[src/rtl/ab_feed_pkg.sv]
// Shared types for the A/B operand-feed scheduler: FSM states and stream select.
package ab_feed_pkg;
   typedef enum logic [1:0] {
      ST_IDLE  = 2'd0,
      ST_RUN   = 2'd1,
      ST_DRAIN = 2'd2,
      ST_DONE  = 2'd3
   } fsm_state_e;

   typedef enum logic {
      SEL_A = 1'b0,
      SEL_B = 1'b1
   } stream_sel_e;
endpackage

[src/rtl/ab_tag_fifo.sv]
// 1-bit tag FIFO recording which stream owns each outstanding read; the count
// doubles as the outstanding-request counter.
module ab_tag_fifo #(
   parameter  int DEPTH = 8,
   localparam int PW    = $clog2(DEPTH),
   localparam int CW    = PW + 1
) (
   input  logic          clk,
   input  logic          rst,
   input  logic          i_push,
   input  logic          i_din,
   input  logic          i_pop,
   output logic          o_dout,
   output logic          o_empty,
   output logic [CW-1:0] o_count
);
   logic [DEPTH-1:0] r_mem;
   logic [PW-1:0]    r_wptr;
   logic [PW-1:0]    r_rptr;
   logic [CW-1:0]    r_count;
   logic             w_push;
   logic             w_pop;

   assign w_pop  = i_pop && (r_count != '0);
   assign w_push = i_push && ((r_count != CW'(DEPTH)) || w_pop);

   always_ff @(posedge clk) begin
      if (w_push) r_mem[r_wptr] <= i_din;
   end

   always_ff @(posedge clk or posedge rst) begin
      if (rst) begin
         r_wptr  <= '0;
         r_rptr  <= '0;
         r_count <= '0;
      end else begin
         if (w_push) r_wptr <= r_wptr + PW'(1);
         if (w_pop)  r_rptr <= r_rptr + PW'(1);
         case ({w_push, w_pop})
            2'b10:   r_count <= r_count + CW'(1);
            2'b01:   r_count <= r_count - CW'(1);
            default: r_count <= r_count;
         endcase
      end
   end

   assign o_dout  = r_mem[r_rptr];
   assign o_empty = (r_count == '0);
   assign o_count = r_count;
endmodule

[src/rtl/ab_feed_scheduler.sv]
// Shares one in-order read port between the A-feed and B-feed FIFOs, prefetching
// A of tile t+1 while B of tile t streams. Optional AB_FEED_PERF_EN adds perf counters.
module ab_feed_scheduler
   import ab_feed_pkg::*;
#(
   parameter int D_WIDTH   = 64,
   parameter int ADDR_W    = 32,
   parameter int LEN_W     = 16,
   parameter int TILE_W    = 16,
   parameter int OUTST_MAX = 8
) (
   input  logic               clk,
   input  logic               rst,
   input  logic               start,
   input  logic [ADDR_W-1:0]  cfg_a_base,
   input  logic [ADDR_W-1:0]  cfg_b_base,
   input  logic [LEN_W-1:0]   cfg_a_len,
   input  logic [LEN_W-1:0]   cfg_b_len,
   input  logic [TILE_W-1:0]  cfg_tiles,
   output logic               busy,
   output logic               done,
   output logic               mem_req_valid,
   input  logic               mem_req_ready,
   output logic [ADDR_W-1:0]  mem_req_addr,
   input  logic               mem_rsp_valid,
   input  logic [D_WIDTH-1:0] mem_rsp_data,
   output logic               a_fifo_wr_en,
   output logic [D_WIDTH-1:0] a_fifo_data,
   input  logic               a_fifo_afull,
   output logic               b_fifo_wr_en,
   output logic [D_WIDTH-1:0] b_fifo_data,
   input  logic               b_fifo_afull,
   output logic               err_orphan
`ifdef AB_FEED_PERF_EN
   ,
   output logic [31:0]        perf_busy_cyc,
   output logic [31:0]        perf_stall_cyc
`endif
);
   localparam int CW = $clog2(OUTST_MAX) + 1;

   fsm_state_e         r_state;
   logic               r_busy, r_done, r_err;
   logic [ADDR_W-1:0]  r_b_base, r_a_ptr, r_b_ptr;
   logic [LEN_W-1:0]   r_a_len, r_b_len, r_a_cnt, r_b_cnt;
   logic [TILE_W-1:0]  r_tiles, r_a_tile, r_b_tile;
   stream_sel_e        r_last_sel, r_hold_sel, w_sel;
   logic               r_hold;
   logic               r_a_wr, r_b_wr;
   logic [D_WIDTH-1:0] r_wdata;

   logic [CW-1:0]      w_outst;
   logic               w_tag_empty, w_tag_dout;
   logic               w_run, w_room, w_elig_a, w_elig_b;
   logic               w_acc, w_rsp_pop, w_start, w_zero_cfg, w_all_issued;

   assign w_run        = (r_state == ST_RUN);
   assign w_room       = (w_outst < CW'(OUTST_MAX));
   assign w_start      = start && !r_busy && (r_state == ST_IDLE);
   assign w_zero_cfg   = (cfg_tiles == '0) || (cfg_a_len == '0) || (cfg_b_len == '0);
   assign w_all_issued = (r_a_tile == r_tiles) && (r_b_tile == r_tiles);

   // A may run at most one tile ahead of B (PE ping-pong A buffer depth)
   assign w_elig_a = w_run && ({1'b0, r_a_tile} <= ({1'b0, r_b_tile} + (TILE_W+1)'(1)))
                     && (r_a_tile < r_tiles) && !a_fifo_afull && w_room;
   assign w_elig_b = w_run && (r_a_tile > r_b_tile) && (r_b_tile < r_tiles)
                     && !b_fifo_afull && w_room;

   always_comb begin
      w_sel = SEL_A;
      if (r_hold)                    w_sel = r_hold_sel;
      else if (w_elig_a && w_elig_b) w_sel = (r_last_sel == SEL_A) ? SEL_B : SEL_A;
      else if (w_elig_b)             w_sel = SEL_B;
   end

   assign mem_req_valid = w_run && (r_hold || w_elig_a || w_elig_b);
   assign mem_req_addr  = (w_sel == SEL_B) ? r_b_ptr : r_a_ptr;
   assign w_acc         = mem_req_valid && mem_req_ready;
   assign w_rsp_pop     = mem_rsp_valid && !w_tag_empty;

   ab_tag_fifo #(.DEPTH(OUTST_MAX)) u_tag (
      .clk     (clk),
      .rst     (rst),
      .i_push  (w_acc),
      .i_din   (w_sel),
      .i_pop   (mem_rsp_valid),
      .o_dout  (w_tag_dout),
      .o_empty (w_tag_empty),
      .o_count (w_outst)
   );

   always_ff @(posedge clk or posedge rst) begin
      if (rst) begin
         r_state <= ST_IDLE;
         r_busy  <= 1'b0;
         r_done  <= 1'b0;
         r_err   <= 1'b0;
      end else begin
         r_done <= 1'b0;
         if (mem_rsp_valid && w_tag_empty) r_err <= 1'b1;
         case (r_state)
            ST_IDLE: begin
               r_busy <= 1'b0;
               if (w_start) begin
                  r_busy  <= 1'b1;
                  r_err   <= 1'b0;
                  r_state <= w_zero_cfg ? ST_DONE : ST_RUN;
               end
            end
            ST_RUN:   if (w_all_issued) r_state <= ST_DRAIN;
            // wait for the final registered push to leave before signalling done
            ST_DRAIN: if ((w_outst == '0) && !r_a_wr && !r_b_wr) r_state <= ST_DONE;
            default: begin
               r_done  <= 1'b1;
               r_state <= ST_IDLE;
            end
         endcase
      end
   end

   always_ff @(posedge clk or posedge rst) begin
      if (rst) begin
         r_b_base   <= '0;
         r_a_len    <= '0;
         r_b_len    <= '0;
         r_tiles    <= '0;
         r_a_ptr    <= '0;
         r_b_ptr    <= '0;
         r_a_cnt    <= '0;
         r_b_cnt    <= '0;
         r_a_tile   <= '0;
         r_b_tile   <= '0;
         r_last_sel <= SEL_B;
         r_hold     <= 1'b0;
         r_hold_sel <= SEL_A;
         r_a_wr     <= 1'b0;
         r_b_wr     <= 1'b0;
         r_wdata    <= '0;
      end else begin
         if (w_start) begin
            r_b_base   <= cfg_b_base;
            r_a_len    <= cfg_a_len;
            r_b_len    <= cfg_b_len;
            r_tiles    <= cfg_tiles;
            r_a_ptr    <= cfg_a_base;
            r_b_ptr    <= cfg_b_base;
            r_a_cnt    <= '0;
            r_b_cnt    <= '0;
            r_a_tile   <= '0;
            r_b_tile   <= '0;
            r_last_sel <= SEL_B;
         end else if (w_acc) begin
            r_last_sel <= w_sel;
            if (w_sel == SEL_A) begin
               r_a_ptr <= r_a_ptr + ADDR_W'(1);
               if (r_a_cnt == r_a_len - LEN_W'(1)) begin
                  r_a_cnt  <= '0;
                  r_a_tile <= r_a_tile + TILE_W'(1);
               end else begin
                  r_a_cnt <= r_a_cnt + LEN_W'(1);
               end
            end else begin
               if (r_b_cnt == r_b_len - LEN_W'(1)) begin
                  r_b_cnt  <= '0;
                  r_b_ptr  <= r_b_base;
                  r_b_tile <= r_b_tile + TILE_W'(1);
               end else begin
                  r_b_cnt <= r_b_cnt + LEN_W'(1);
                  r_b_ptr <= r_b_ptr + ADDR_W'(1);
               end
            end
         end
         r_hold     <= mem_req_valid && !mem_req_ready;
         r_hold_sel <= w_sel;
         r_a_wr     <= w_rsp_pop && (w_tag_dout == SEL_A);
         r_b_wr     <= w_rsp_pop && (w_tag_dout == SEL_B);
         if (w_rsp_pop) r_wdata <= mem_rsp_data;
      end
   end

   assign busy         = r_busy;
   assign done         = r_done;
   assign err_orphan   = r_err;
   assign a_fifo_wr_en = r_a_wr;
   assign b_fifo_wr_en = r_b_wr;
   assign a_fifo_data  = r_wdata;
   assign b_fifo_data  = r_wdata;

`ifdef AB_FEED_PERF_EN
   logic [31:0] r_busy_cyc, r_stall_cyc;
   always_ff @(posedge clk or posedge rst) begin
      if (rst) begin
         r_busy_cyc  <= '0;
         r_stall_cyc <= '0;
      end else if (w_start) begin
         r_busy_cyc  <= '0;
         r_stall_cyc <= '0;
      end else begin
         if (r_busy && (r_busy_cyc != '1)) r_busy_cyc <= r_busy_cyc + 32'd1;
         if (r_busy && w_run && !w_elig_a && !w_elig_b && (r_stall_cyc != '1))
            r_stall_cyc <= r_stall_cyc + 32'd1;
      end
   end
   assign perf_busy_cyc  = r_busy_cyc;
   assign perf_stall_cyc = r_stall_cyc;
`endif
endmodule
[config.mk]
export PLATFORM = sky130hd
export DESIGN_NAME = ab_feed_scheduler
export DESIGN_NICKNAME = d
export VERILOG_FILES = /design/src/rtl/ab_feed_pkg.sv /design/src/rtl/ab_tag_fifo.sv /design/src/rtl/ab_feed_scheduler.sv
export SDC_FILE = /design/constraint.sdc
export NUM_CORES = 1
export LEC_CHECK = 0
export ABC_CLOCK_PERIOD_IN_PS = 10770
export CAP_MARGIN = 30
export CORE_UTILIZATION = 49
export CTS_BUF_LIST = sky130_fd_sc_hd__clkbuf_8
export DETAILED_ROUTE_END_ITERATION = 8
export GPL_ROUTABILITY_DRIVEN = 0
export PLACE_DENSITY = 0.89
export SYNTH_ARGS = -nofsm -noshare
export SYNTH_HDL_FRONTEND = slang
export SYNTH_SLANG_ARGS = --single-unit
export TNS_END_PERCENT = 20
[constraint.sdc]
create_clock -name clk -period 10.77 [get_ports clk]
set_clock_uncertainty 0.15 [all_clocks]
set_input_delay 2.154 -clock clk [delete_from_list [all_inputs] [get_ports clk]]
set_output_delay 2.154 -clock clk [all_outputs]
set_load 0.005 [all_outputs]
Word-level counts from Yosys, hierarchy flattened
Index checks and enable logic that the tools add are counted.

RAM bits: 0. Register bits after elaboration: 300. Output and inout port bits: 166. Latch bits: 0. Memories: 0. Input port bits: 183. Word-level logic and storage cells: 158. ROM bits: 0.

Equal/unequal tests: 13. Bitwise logic cells: 1. Mux-type cells: 46. Div/mod/pow operators: 0. Shift operators: 0. $lt $le $gt $ge: 8. $mul: 0. Reductions and logical operators: 53. Add/subtract/negate cells: 13.

Operators by type and width (count): 16-bit 2-to-1 mux (16); 32-bit 2-to-1 mux (8); 16-bit by 1-bit adder with 16-bit output (second input constant) (4); 32-bit by 1-bit adder with 32-bit output (second input constant) (2); 16-bit == test (4); 16-bit logical NOT (3); 16-bit less-than comparator (2); 16-bit by 1-bit subtractor with 16-bit output (second input constant) (2); 1-bit logical AND (24); 16-bit by 1-bit adder with 17-bit output (second input constant) (1); 16-bit by 17-bit less-or-equal comparator with 1-bit output (1); 16-bit > comparator (1); 1-bit 2-to-1 mux (13); 2-bit nonzero test (5); 3-bit AND reduction (3); 8-bit bitwise mux (1); 3-bit by 4-bit less-than comparator with 1-bit output (second input constant) (2); 2-bit 2-to-1 mux (4); 4-bit case mux with 2 select lines (1); 1-bit logical NOT (7); 3-bit by 1-bit adder with 3-bit output (second input constant) (2); 2-bit inequality test (second input constant) (3); 2-bit case mux with 3 select lines (1); 1-bit logical OR (5); 16 further kinds (19).

Longest topological paths before layout
Gate-level depths: netlist (run 1).

Depth in word-level cells: 13. Depth in mapped cells: 22.

Hierarchy
Synthesis (run 1) repeated with hierarchy kept, for this count alone.

Cell total of the unflattened synthesis: 2005. Area total of the unflattened synthesis: 18286.3 µm².

Modules (own cells, without submodules): ab_feed_scheduler (sequential area each 7058.0 µm², times used 1, cells each 1929, area an instance 17325.4 µm²); ab_tag_fifo (sequential area each 490.5 µm², times used 1, cells each 76, area an instance 960.9 µm²).

Worst setup path before layout (run 1)
OpenSTA, ideal clock, no wires.

Path kind: input to output. Start: in a_fifo_afull. End: out mem_req_addr[10]. Slack: 4249 ps. Stages on the path: 10. Data arrival time: 4217 ps. Required time: 8466 ps. Path through: nor4b_1 > o21ai_0 > a211oi_1 > nand4_1 > or4b_1 > nand2_2 > clkbuf_1 > buf_1 > nand2_1 > nand2_1.

Cells in the longest elaborated chain, start to end: 7.

RTL lines: from (decl) (RTL line ab_feed_scheduler.sv:29) `input logic a_fifo_afull,`; 1-bit logical NOT (RTL line ab_feed_scheduler.sv:65) `&& (r_a_tile < r_tiles) && !a_fifo_afull && w_room;`; 1-bit logical AND (2 in series) (RTL line ab_feed_scheduler.sv:65); 1-bit logical AND (RTL line ab_feed_scheduler.sv:72) `else if (w_elig_a && w_elig_b) w_sel = (r_last_sel == SEL_A) ? SEL_B : SEL_A;`; 1-bit 2-to-1 mux (RTL line ab_feed_scheduler.sv:72); 1-bit 2-to-1 mux (RTL line ab_feed_scheduler.sv:71) `if (r_hold) w_sel = r_hold_sel;`; 32-bit 2-to-1 mux (RTL line ab_feed_scheduler.sv:77) `assign mem_req_addr = (w_sel == SEL_B) ? r_b_ptr : r_a_ptr;`; to (decl) (RTL line ab_feed_scheduler.sv:24) `output logic [ADDR_W-1:0] mem_req_addr,`.

No other way between the ends.

Worst setup path after layout (run 1)
Start: reg r_b_tile[0]. End: out mem_req_addr[22].

Cells in the longest elaborated chain, start to end: 10. Elaborated cells between the ends (all ways): 17. Classes of those cells: add/sub: 1; order compare: 3; mux: 4; reduce/logical: 9.

RTL lines: from (decl) (RTL line ab_feed_scheduler.sv:46) `logic [TILE_W-1:0] r_tiles, r_a_tile, r_b_tile;`; from (signal assigned) (RTL line ab_feed_scheduler.sv:166) `r_b_tile <= r_b_tile + TILE_W'(1);`; 16-bit by 1-bit adder with 17-bit output (RTL line ab_feed_scheduler.sv:64) `assign w_elig_a = w_run && ({1'b0, r_a_tile} <= ({1'b0, r_b_tile} + (TILE_W+1)'(1)))`; 16-bit by 17-bit less-or-equal comparator with 1-bit output (RTL line ab_feed_scheduler.sv:64); 1-bit logical AND (RTL line ab_feed_scheduler.sv:64); 1-bit logical AND (3 in series) (RTL line ab_feed_scheduler.sv:65); 1-bit logical AND (RTL line ab_feed_scheduler.sv:72); 1-bit 2-to-1 mux (*) (RTL line ab_feed_scheduler.sv:72); 1-bit 2-to-1 mux (*) (RTL line ab_feed_scheduler.sv:71); 32-bit 2-to-1 mux (*) (RTL line ab_feed_scheduler.sv:77).

Mark *: on every way between the ends. The rest lies on a longest branch, timed or not.

==> results of run 1 <==
==> cell type report <==
class,count,area (sq um)
clock buffer,58,798
fill,2943,14100
multi-input combinational,1641,9340
timing repair buffer,361,3600
clock inverter,30,255
tap,468,586
antenna,1,2.50
sequential,300,7550
inverter,78,300
==> path summary, 6_finish.rpt <==
kind	start	end	slack, ps	cells past startpoint
max	r_b_tile[0]	mem_req_addr[22]	1370	16
min	r_b_base[3]	r_b_base[3]	330	2
max reg2reg	r_b_tile[0]	r_a_cnt[2]	3820	17
min reg2reg	r_b_base[3]	r_b_base[3]	330	2
max in group asynchronous	rst	r_b_tile[9]	6990	3
min in group asynchronous	rst	a_fifo_data[58]	1950	2
==> registers in the layout (all words and copies together) (netlist names), 16 cells and up <==
register and flops:
a_fifo_data 64, r_a_cnt 16, r_a_len 16, r_a_ptr 32, r_a_tile 16, r_b_base 32, r_b_cnt 16, r_b_len 16
r_b_ptr 32, r_b_tile 16, r_tiles 16
==> cell usage after synthesis, drive strengths merged (7+ instances only) <==
| cell type | n |
|---|---|
| a211oi | 10 |
| a21o | 14 |
| a21oi | 119 |
| a22o | 8 |
| a31oi | 17 |
| and2 | 10 |
| and3 | 42 |
| and4 | 10 |
| buf | 96 |
| clkbuf | 83 |
| dfrtp | 291 |
| edfxtp | 8 |
| ha | 81 |
| inv | 77 |
| mux2i | 23 |
| nand2 | 622 |
| nand2b | 12 |
| nand3 | 73 |
| nand3b | 14 |
| nand4 | 47 |
| nor2 | 86 |
| nor3 | 34 |
| nor4 | 29 |
| o211ai | 18 |
| o21a | 7 |
| o21ai | 125 |
| o22ai | 14 |
| o31a | 11 |
| o31ai | 18 |
| or3 | 41 |
| or4 | 11 |
| xnor2 | 49 |
| xor2 | 30 |
==> worst register-to-register path: stages, from the launching register on <==
cell,delay [ps]
dfrtp_1,440
nand3_1,220
nor4_1,690
nand3_1,320
nor2_1,320
nand3_1,210
xnor2_1,180
ha_1,290
nand3_1,110
nor4_1,390
a221o_1,200
nand4_1,120
or4b_1,590
nand2_2,760
inv_2,650
nor3_4,570
nand2_1,390
o32ai_1,230
==> kinds of logic (layout without fill, tap and decap cells) <==
| group | count (synthesis) | count (layout) | share of synthesized area [%] |
|---|---|---|---|
| AND/OR/NAND/NOR | 1051 | 1051 | 26.5 |
| AO/OA/AOI/OAI | 397 | 397 | 13.3 |
| flip-flops | 300 | 300 | 41.6 |
| buffers and inverters | 257 | 527 | 6.98 |
| adder cells (fa/ha/maj) | 82 | 82 | 5.70 |
| XOR/XNOR | 79 | 79 | 3.82 |
| multiplexers | 32 | 32 | 2.02 |
| other | 0 | 1 | 0 |
==> layout by cell type (no fill, tap or decap), drive strengths merged, types with 10 or more instances in the layout <==
master	synthesis	routed
a211oi	10	10
a21o	14	14
a21oi	119	119
a31oi	17	17
and2	10	10
and3	42	42
and4	10	10
buf	96	13
clkbuf	83	58
clkdlybuf4s50	0	348
clkinv	1	11
dfrtp	291	291
ha	81	81
inv	77	90
mux2i	23	23
nand2	622	622
nand2b	12	12
nand3	73	73
nand3b	14	14
nand4	47	47
nor2	86	86
nor3	34	34
nor4	29	29
o211ai	18	18
o21ai	125	125
o22ai	14	14
o31a	11	11
o31ai	18	18
or3	41	41
or4	11	11
xnor2	49	49
xor2	30	30
==> power by group <==
| group | switching, mW | internal [mW] |
|---|---|---|
| registers | 0.141 | 1.25 |
| logic | 0.321 | 0.446 |
| clock network | 0.494 | 0.589 |
==> through the flow <==
stage	hold slack [ps]	util (%)	instances	instance area, sq um	power [mW]
6_report	325	61.4	2937	22400	3.24
5_1_grt	359	61.4	2937	22400	3.38
4_1_cts	326	61.4	2935	22400	3.27
3_5_place_dp	312	58.5	2847	21400	2.18
3_3_place_gp	301	58.4	2845	21300	2.14
2_1_floorplan	287	-	2198	18100	1.75
==> metal layers <==
layer / global-route usage (%) / routed length [um] / vias to the layer above
met5: 0 / 0 / -
met4: 17.1 / 3330 / 0
met3: 6.94 / 5100 / 226
met2: 50.7 / 27000 / 1007
met1: 33.6 / 20600 / 8374
li1: - / - / 8018
==> qor.yml, run 1 <==
placed_design:
  place_ws_ps: 2030
  post-dp-hpwl_um: 40100
  io_buffers: 348
logic_synthesis:
  synth_seq_area_share_pct: 41.6
  synth_top_area_share_pct: 40.2
  avgSynthCellArea_sq_um: 8.25
  syn_nets: 2463
  synthCells: 2198
  synthArstFlopShare_pct: 97.3
  netlist-cell-type-count: 79
  synth_top_area_cell: "dfrtp_1"
  synth_ff_type: "dfrtp_1"
  synth_edf_count: 8
  synth_area_sq_um: 18100
  synth_area_leaders: "dfrtp_1 40%, nand2_1 13%, ha_1 5.6%"
  yosysWarnings: 0
  synth.ff_latch_count: 300
clocking:
  htree_levels: 2
  cts_made_buffers: 51
  cts_resized: 0
  hold_buffers: 0
  ctsLongestPathBuffers: 3
  postCtsSetupRepairBufs: 0
  root_buffer: "clkbuf_8"
  clock_latency_ps: 630
  cts_tree: "built"
  clk_pin_slew_worst_paths_ps: 60
  cts.sinks: 300
critical_path:
  cp-end-kind: "output port"
  cp-start-kind: "flop"
  worst_path_most_repeated_cell: "nand3_1"
  crit_path_cell_trace: "nand3_1 -> nor4_1 -> nand3_1 -> nor2_1 -> nand3_1 -> xnor2_1 -> ha_1 -> nand3_1 -> nor4_1 -> a221o_1 -> nand4_1 -> or4b_1 -> nand2_2 -> inv_2 -> o21ai_0 -> clkdlybuf4s50_1"
  worst-path-buf-inv: 2
  critPathSlowestCell: "nand2_2"
  cp_top_family: "simple AND/OR/NAND/NOR gates"
  critPathMaxFanout: 53
  crit_type: "flop to output port"
  arrival_ps: 7100
  critPathRequiredTime_ps: 8470
  critPathMaxStageDelay_ps: 760
global_routing:
  grt_max_degree: 183
  grt_overflow: 0
  grtUsageTotal_pct: 29.5
  antenna_found_initial: 1
  grt_pass1_wl_um: 89900
  grt_pass1_vias: 17500
sta:
  setup_slack_ps: 1370
  hold_viol: 0
  max_freq_mhz: 106
  period_share_pct: 87.3
  setup_viol_count_final: 0
  setup_tns_ps: 0
  period_needed_ps: 9400
  slew_headroom_pct: 26.6
  drv_slew: 0
  tightestPinTransition_ps: 1100
  grt_setup_unrepaired: "no"
route:
  drtAntennaViolNets: 0
  routed_wl_um: 56000
  vias: 17600
  viasPerCell: 6.00
  drcViolationCount: 0
  first_pass_iters: 6
  drt-wirelength-per-cell_um: 19.1
  drtIter0Drc: 1234
floorplan:
  start_util_pct: 49.6
  io_pins: 349
  fp.dieW_um: 194
  coreArea_sq_um: 36500
  dieArea_sq_um: 37800
  die_h_um: 194
  num_rows: 70
final_layout:
  drive_gt1_share_pct: 4.82
  areaGrowthSynthToFinish_pct: 23.8
  fin_nets: 2698
worst_hold_path:
  hold_path.class: "flop to flop"
status:
  status: "complete, no violations"
job:
  timing.max_cap.violations: 0
power:
  leakagePower_nw: 10.3
  power_density_nw_per_um2: 145
  ir_worst_vdd_mv: 0.0827
No activity file was read; power rests on OpenSTA's default activity.
==> inputs of run 2 (changes only) <==
--- a/config.mk
+++ b/config.mk
@@ -15,4 +15,4 @@
 export SYNTH_ARGS = -nofsm -noshare
 export SYNTH_HDL_FRONTEND = slang
 export SYNTH_SLANG_ARGS = --single-unit
-export TNS_END_PERCENT = 20
+export TNS_END_PERCENT = 30
==> results of run 2 <==
The final DEF is identical to that of run 1; final timing and power are the same.
